<file path="config.mk">
export PLATFORM = sky130hd
export DESIGN_NAME = fetch_stage_flat
export DESIGN_NICKNAME = d
export VERILOG_FILES = /design/src/rtl/fetch_stage_if.sv /design/src/rtl/fetch_stage.sv /design/src/flat_wrapper.sv
export SDC_FILE = /design/constraint.sdc
export NUM_CORES = 1
export LEC_CHECK = 0
export ABC_CLOCK_PERIOD_IN_PS = 3690
export BUFFER_PORTS_ARGS = -buffer_cell sky130_fd_sc_hd__buf_2
export CORE_MARGIN = 3
export CORE_UTILIZATION = 55
export CTS_CLUSTER_SIZE = 30
export DETAILED_ROUTE_END_ITERATION = 12
export PLACE_DENSITY = 0.85
export SLEW_MARGIN = 20
export SYNTH_ARGS = -nofsm -noshare
export SYNTH_HDL_FRONTEND = slang
export SYNTH_SLANG_ARGS = --single-unit
</file>
<file path="constraint.sdc">
create_clock -name clk -period 3.69 [get_ports clk]
set_input_delay 0.369 -clock clk [delete_from_list [all_inputs] [get_ports clk]]
set_output_delay 0.369 -clock clk [all_outputs]
set_load 0.1 [all_outputs]
</file>
<file path="src/rtl/fetch_stage_if.sv">
// Fetch-stage bus: decode/hazard controls, instruction-memory port, IF/ID outputs.
// master = fetch stage, slave = its environment.
interface fetch_stage_if #(
    parameter int IMEM_AW = 8
);
    logic               fetch_stall;
    logic               branch_taken;
    logic [31:0]        dec_fetch_br_PC;
    logic               imem_rd_en;
    logic [IMEM_AW-1:0] imem_addr;
    logic [31:0]        imem_rdata;
    logic [31:0]        fetch_dec_instruction;
    logic [31:0]        fetch_dec_pc;
    logic               fetch_dec_valid;

    modport master (
        input  fetch_stall,
        input  branch_taken,
        input  dec_fetch_br_PC,
        input  imem_rdata,
        output imem_rd_en,
        output imem_addr,
        output fetch_dec_instruction,
        output fetch_dec_pc,
        output fetch_dec_valid
    );

    modport slave (
        output fetch_stall,
        output branch_taken,
        output dec_fetch_br_PC,
        output imem_rdata,
        input  imem_rd_en,
        input  imem_addr,
        input  fetch_dec_instruction,
        input  fetch_dec_pc,
        input  fetch_dec_valid
    );
endinterface

</file>
<file path="src/rtl/fetch_stage.sv">
// Instruction-fetch stage: PC, synchronous imem reads, IF/ID register.
// A skid register keeps the in-flight word across a stall so release adds no bubble.
module fetch_stage #(
    parameter logic [31:0] RESET_PC  = 32'h0000_0000,
    parameter int          IMEM_AW   = 8,
    parameter logic [31:0] NOP_INSTR = 32'h0000_0000
) (
    input  logic          clk,
    input  logic          rst,
    fetch_stage_if.master bus
);

    typedef struct packed {
        logic [31:0] instr;
        logic [31:0] pc;
        logic        valid;
    } if_id_t;

    typedef enum logic [1:0] {
        FILL,
        RUN,
        HOLD
    } state_t;

    localparam if_id_t BUBBLE = '{instr: NOP_INSTR, pc: 32'h0, valid: 1'b0};

    state_t      state_q, state_d;
    logic [31:0] pc_q, pc_d;
    logic        rsp_vld_q, rsp_vld_d;
    logic [31:0] rsp_pc_q, rsp_pc_d;
    logic        skid_vld_q, skid_vld_d;
    if_id_t      skid_q, skid_d;
    if_id_t      ifid_q, ifid_d;
    if_id_t      rsp_word;
    logic        stall;
    logic        take_br;

    assign stall    = bus.fetch_stall;
    assign take_br  = bus.branch_taken && ifid_q.valid && !stall;
    assign rsp_word = '{instr: bus.imem_rdata, pc: rsp_pc_q, valid: 1'b1};

    assign bus.imem_rd_en            = !rst && !stall;
    assign bus.imem_addr             = pc_q[IMEM_AW+1:2];
    assign bus.fetch_dec_instruction = ifid_q.instr;
    assign bus.fetch_dec_pc          = ifid_q.pc;
    assign bus.fetch_dec_valid       = ifid_q.valid;

    // Next-state: stall freezes and parks the in-flight word; otherwise fetch/redirect.
    always_comb begin
        state_d    = state_q;
        pc_d       = pc_q;
        rsp_vld_d  = rsp_vld_q;
        rsp_pc_d   = rsp_pc_q;
        skid_vld_d = skid_vld_q;
        skid_d     = skid_q;
        ifid_d     = ifid_q;
        if (stall) begin
            if (rsp_vld_q) begin
                skid_d     = rsp_word;
                skid_vld_d = 1'b1;
            end
            rsp_vld_d = 1'b0;
            state_d   = HOLD;
        end else begin
            rsp_vld_d  = 1'b1;
            rsp_pc_d   = pc_q;
            skid_vld_d = 1'b0;
            pc_d       = pc_q + 32'd4;
            unique case (state_q)
                FILL: begin
                    ifid_d  = BUBBLE;
                    state_d = RUN;
                end
                RUN: begin
                    ifid_d  = rsp_vld_q ? rsp_word : BUBBLE;
                    state_d = RUN;
                end
                HOLD: begin
                    ifid_d  = skid_vld_q ? skid_q : BUBBLE;
                    state_d = RUN;
                end
                default: begin
                    ifid_d  = BUBBLE;
                    state_d = FILL;
                end
            endcase
            // Redirect: squash the word on imem_rdata and the read issued now.
            if (take_br) begin
                pc_d      = ifid_q.pc + 32'd4 + bus.dec_fetch_br_PC;
                ifid_d    = BUBBLE;
                rsp_vld_d = 1'b0;
                state_d   = FILL;
            end
        end
    end

    // State registers with synchronous reset.
    always_ff @(posedge clk) begin
        if (rst) begin
            state_q    <= FILL;
            pc_q       <= RESET_PC;
            rsp_vld_q  <= 1'b0;
            rsp_pc_q   <= 32'h0;
            skid_vld_q <= 1'b0;
            skid_q     <= BUBBLE;
            ifid_q     <= BUBBLE;
        end else begin
            state_q    <= state_d;
            pc_q       <= pc_d;
            rsp_vld_q  <= rsp_vld_d;
            rsp_pc_q   <= rsp_pc_d;
            skid_vld_q <= skid_vld_d;
            skid_q     <= skid_d;
            ifid_q     <= ifid_d;
        end
    end

endmodule

</file>
<file path="src/flat_wrapper.sv">
// flat-port wrapper written by rule: the top's interface ports become plain ports
module fetch_stage_flat 
#(
    parameter logic [31:0] RESET_PC  = 32'h0000_0000,
    parameter int          IMEM_AW   = 8,
    parameter logic [31:0] NOP_INSTR = 32'h0000_0000
)
  (clk, rst, bus_fetch_stall, bus_branch_taken, bus_dec_fetch_br_PC, bus_imem_rdata, bus_imem_rd_en, bus_imem_addr, bus_fetch_dec_instruction, bus_fetch_dec_pc, bus_fetch_dec_valid);
  fetch_stage_if #(.IMEM_AW(IMEM_AW)) bus_i ();
  input  logic clk;
  input  logic rst;
  input wire logic [$bits(bus_i.fetch_stall)-1:0] bus_fetch_stall;
  input wire logic [$bits(bus_i.branch_taken)-1:0] bus_branch_taken;
  input wire logic [$bits(bus_i.dec_fetch_br_PC)-1:0] bus_dec_fetch_br_PC;
  input wire logic [$bits(bus_i.imem_rdata)-1:0] bus_imem_rdata;
  output wire logic [$bits(bus_i.imem_rd_en)-1:0] bus_imem_rd_en;
  output wire logic [$bits(bus_i.imem_addr)-1:0] bus_imem_addr;
  output wire logic [$bits(bus_i.fetch_dec_instruction)-1:0] bus_fetch_dec_instruction;
  output wire logic [$bits(bus_i.fetch_dec_pc)-1:0] bus_fetch_dec_pc;
  output wire logic [$bits(bus_i.fetch_dec_valid)-1:0] bus_fetch_dec_valid;
  assign bus_i.fetch_stall = bus_fetch_stall;
  assign bus_i.branch_taken = bus_branch_taken;
  assign bus_i.dec_fetch_br_PC = bus_dec_fetch_br_PC;
  assign bus_i.imem_rdata = bus_imem_rdata;
  assign bus_imem_rd_en = bus_i.imem_rd_en;
  assign bus_imem_addr = bus_i.imem_addr;
  assign bus_fetch_dec_instruction = bus_i.fetch_dec_instruction;
  assign bus_fetch_dec_pc = bus_i.fetch_dec_pc;
  assign bus_fetch_dec_valid = bus_i.fetch_dec_valid;
  fetch_stage #(.RESET_PC(RESET_PC), .IMEM_AW(IMEM_AW), .NOP_INSTR(NOP_INSTR)) u_core (.clk(clk), .rst(rst), .bus(bus_i));
endmodule
</file>
==> results.txt <==
crit path launch type - flop
synthesis-stage register bit count - 198
Filler Cell Count - 1499
full die area - 0.0195 mm²
status - completed
setup TNS - 0 ns
critical-path maximum fanout - 5
number of flops mapped to enable cells by yosys - 0
global-route wire length before repair - 43.2 mm
PD cells - 387 mW/mm²
Main synth FF type - dfxtp_1
H-tree depth - 4
most frequent cells in the layout - nand2_1, dfxtp_1, buf_2, a21oi_1, o21ai_0
CORE AREA - 0.0174 mm²
gr usage total - 0.266
period utilization - 0.850
Clock Tree Buf Depth - 2
Final Hold Viols - 0
Slew Limit Fails - 0
Via density - 5.93
synth warn - 0
Slew HR - 0.418
unrepaired setup endpoints after global routing - no
Mapped Nets - 1338
DP HPWL - 17.5 mm
max capacitance violation total - 0
die width - 140 µm
FP Rows - 48
FFs w/ async S/R, synth - 0
Die Ht - 140 µm
highest ir drop seen on vdd - 322 µV
CTS Hold Bufs - 0
Area Growth Syn to Fin - 13.8%
Post-CTS Resized - 0
Vias - 9067
largest net degree at the start of global routing - 64
worst-margin pin slew - 0.871 ns
Clock Skews - 0.0120 ns
drt initial violations - 814
Layout Nets - 1425
final wirelength - 26.1 mm
CTS tree - yes
critical path arrival - 3.44 ns
pre-CTS setup slack - 0.518 ns
fmax - 319 MHz
CTS buffer count - 17
Seq/Total Area, Yosys - 0.403
worst path required time - 3.99 ns
# setup viols final - 0
post-route ant nets - 0
P_leak - 4.59 nW
first-pass iteration count of the detailed router - 5
Hold Path Class - in -> reg
CP endpoint kind - flop
post-layout minimum cycle time - 3.14 ns
# IOs - 142
wire length per cell - 17.1 µm
CTS Sinks - 198
gpl congestion - 0.931
final setup margin - 0.553 ns
sequential cell area - 0.00396 mm²
number of antenna violations at the first check in global routing - 2
Netlist cell types - 65
Residual DRC - 0
area of the mapped netlist - 0.00983 mm²
total gr overflow - 0
starting density of the core - 0.565
# Post-CTS Setup Buffers - 0
CP Class - reg -> reg
Root Driver - clkbuf_16
commonest non-fill, non-tap cell in the layout - nand2_1
Port Buf Inserts - 141
clock latency on the worst-skew pair - 0.45 ns
post-layout util - 0.642
Reg clk slew, reported paths - 0.08 ns
syn_area_per_cell - 8.17 µm²
cell count after synthesis - 1204
vias in the first global route - 8753
multi-input combinational cell area - 0.00547 mm²
layout cells sized above 1 - 0.159
==> routing by layer <==
layer | global-route usage | routed length [µm] | share of wire | up-vias
met5 | 0 | 7 | 0.00027 | -
met3 | 0.0577 | 1950 | 0.075 | 50
met1 | 0.350 | 11500 | 0.44 | 4237
li1 | - | - | - | 4438
met4 | 0.0918 | 516 | 0.020 | 2
met2 | 0.433 | 12100 | 0.46 | 340
==> state kept, by name, indices dropped and copies added, names as in the netlist <==
register                          count
u_core.bus.fetch_dec_pc              32
u_core.skid_q                        65
u_core.skid_vld_q                     1
u_core.bus.fetch_dec_instruction     32
u_core.state_q                        2
u_core.rsp_vld_q                      1
u_core.pc_q                          32
u_core.bus.fetch_dec_valid            1
u_core.rsp_pc_q                      32
==> Yosys cell counts, types with 8 or more instances <==
master | instances | area share
a22oi_1 | 65 | 0.050
nor2_1 | 85 | 0.032
mux2i_1 | 36 | 0.037
nor3_1 | 11 | 0.0056
xnor2_1 | 13 | 0.012
o21ai_0 | 100 | 0.051
buf_4 | 8 | 0.0061
xor2_1 | 12 | 0.011
a21oi_1 | 121 | 0.062
clkbuf_1 | 73 | 0.028
nand2_1 | 234 | 0.089
a21o_1 | 8 | 0.0061
inv_1 | 15 | 0.0057
ha_1 | 65 | 0.083
dfxtp_1 | 198 | 0.40
a211oi_1 | 11 | 0.0084
nand3_1 | 14 | 0.0071
and2_1 | 12 | 0.0076
a31oi_1 | 11 | 0.0070
and3_1 | 10 | 0.0064
nand4_1 | 15 | 0.0095
==> cell families (layout without fill, tap and decap cells) <==
family | after synthesis | count (layout) | share of synthesized area
fa+ha+maj | 66 | 66 | 0.0847
other cells | 0 | 1 | 0
xor+xnor | 25 | 25 | 0.0223
buf+inv | 103 | 203 | 0.0425
simple gates | 410 | 410 | 0.181
mux | 36 | 36 | 0.0366
flops | 198 | 198 | 0.403
compound gates | 366 | 366 | 0.230
==> path summary, 6_finish.rpt <==
check / start / end / slack, ns / cells after the start
min: bus_imem_rdata[21] / u_core.skid_q[54] / 0.16 / 3
min reg2reg: u_core.bus.fetch_dec_instruction[6] / u_core.bus.fetch_dec_instruction[6] / 0.45 / 2
max reg2reg: u_core.bus.fetch_dec_pc[1] / u_core.pc_q[31] / 0.55 / 12
max: u_core.bus.fetch_dec_pc[1] / u_core.pc_q[31] / 0.55 / 12
==> critical path: stages, from the launching register on <==
cell       delay (ns)
dfxtp_1          0.33
ha_1             0.29
ha_1             0.21
inv_1            0.10
fa_1             0.25
nor2b_1          0.07
o21a_1           0.20
a311o_4          0.47
a211oi_4         0.37
o2111ai_1        0.20
a31oi_2          0.25
xnor2_1          0.14
o221ai_1         0.13
==> report_power, final <==
group	switching (W)	leakage, nW	internal, W
combinational	0.000220	2.70	0.000103
sequential	0.0000132	1.60	0.00215
clock	0.000932	0.290	0.000908
==> stage by stage <==
| step | hold WS [ns] | area (µm²) | power, W | cells |
|---|---|---|---|---|
| floorplan | 0.432 | 9830 | 0.00243 | 1204 |
| global placement | 0.433 | 10600 | 0.00253 | 1497 |
| detailed placement | 0.437 | 10600 | 0.00254 | 1497 |
| CTS | 0.151 | 11200 | 0.00436 | 1529 |
| global route | 0.160 | 11200 | 0.00447 | 1530 |
| finish | 0.164 | 11200 | 0.00433 | 1530 |
==> final cells by class <==
| cell class | count | share of cell area |
|---|---|---|
| tap | 225 | 0.0252 |
| sequential | 198 | 0.354 |
| multi-input combinational | 903 | 0.489 |
| antenna | 1 | 0.000224 |
| timing repair buffer | 155 | 0.0738 |
| inverter | 16 | 0.00537 |
| clock inverter | 15 | 0.0142 |
| clock buffer | 17 | 0.0380 |
No activity file was read; power rests on OpenSTA's default activity.
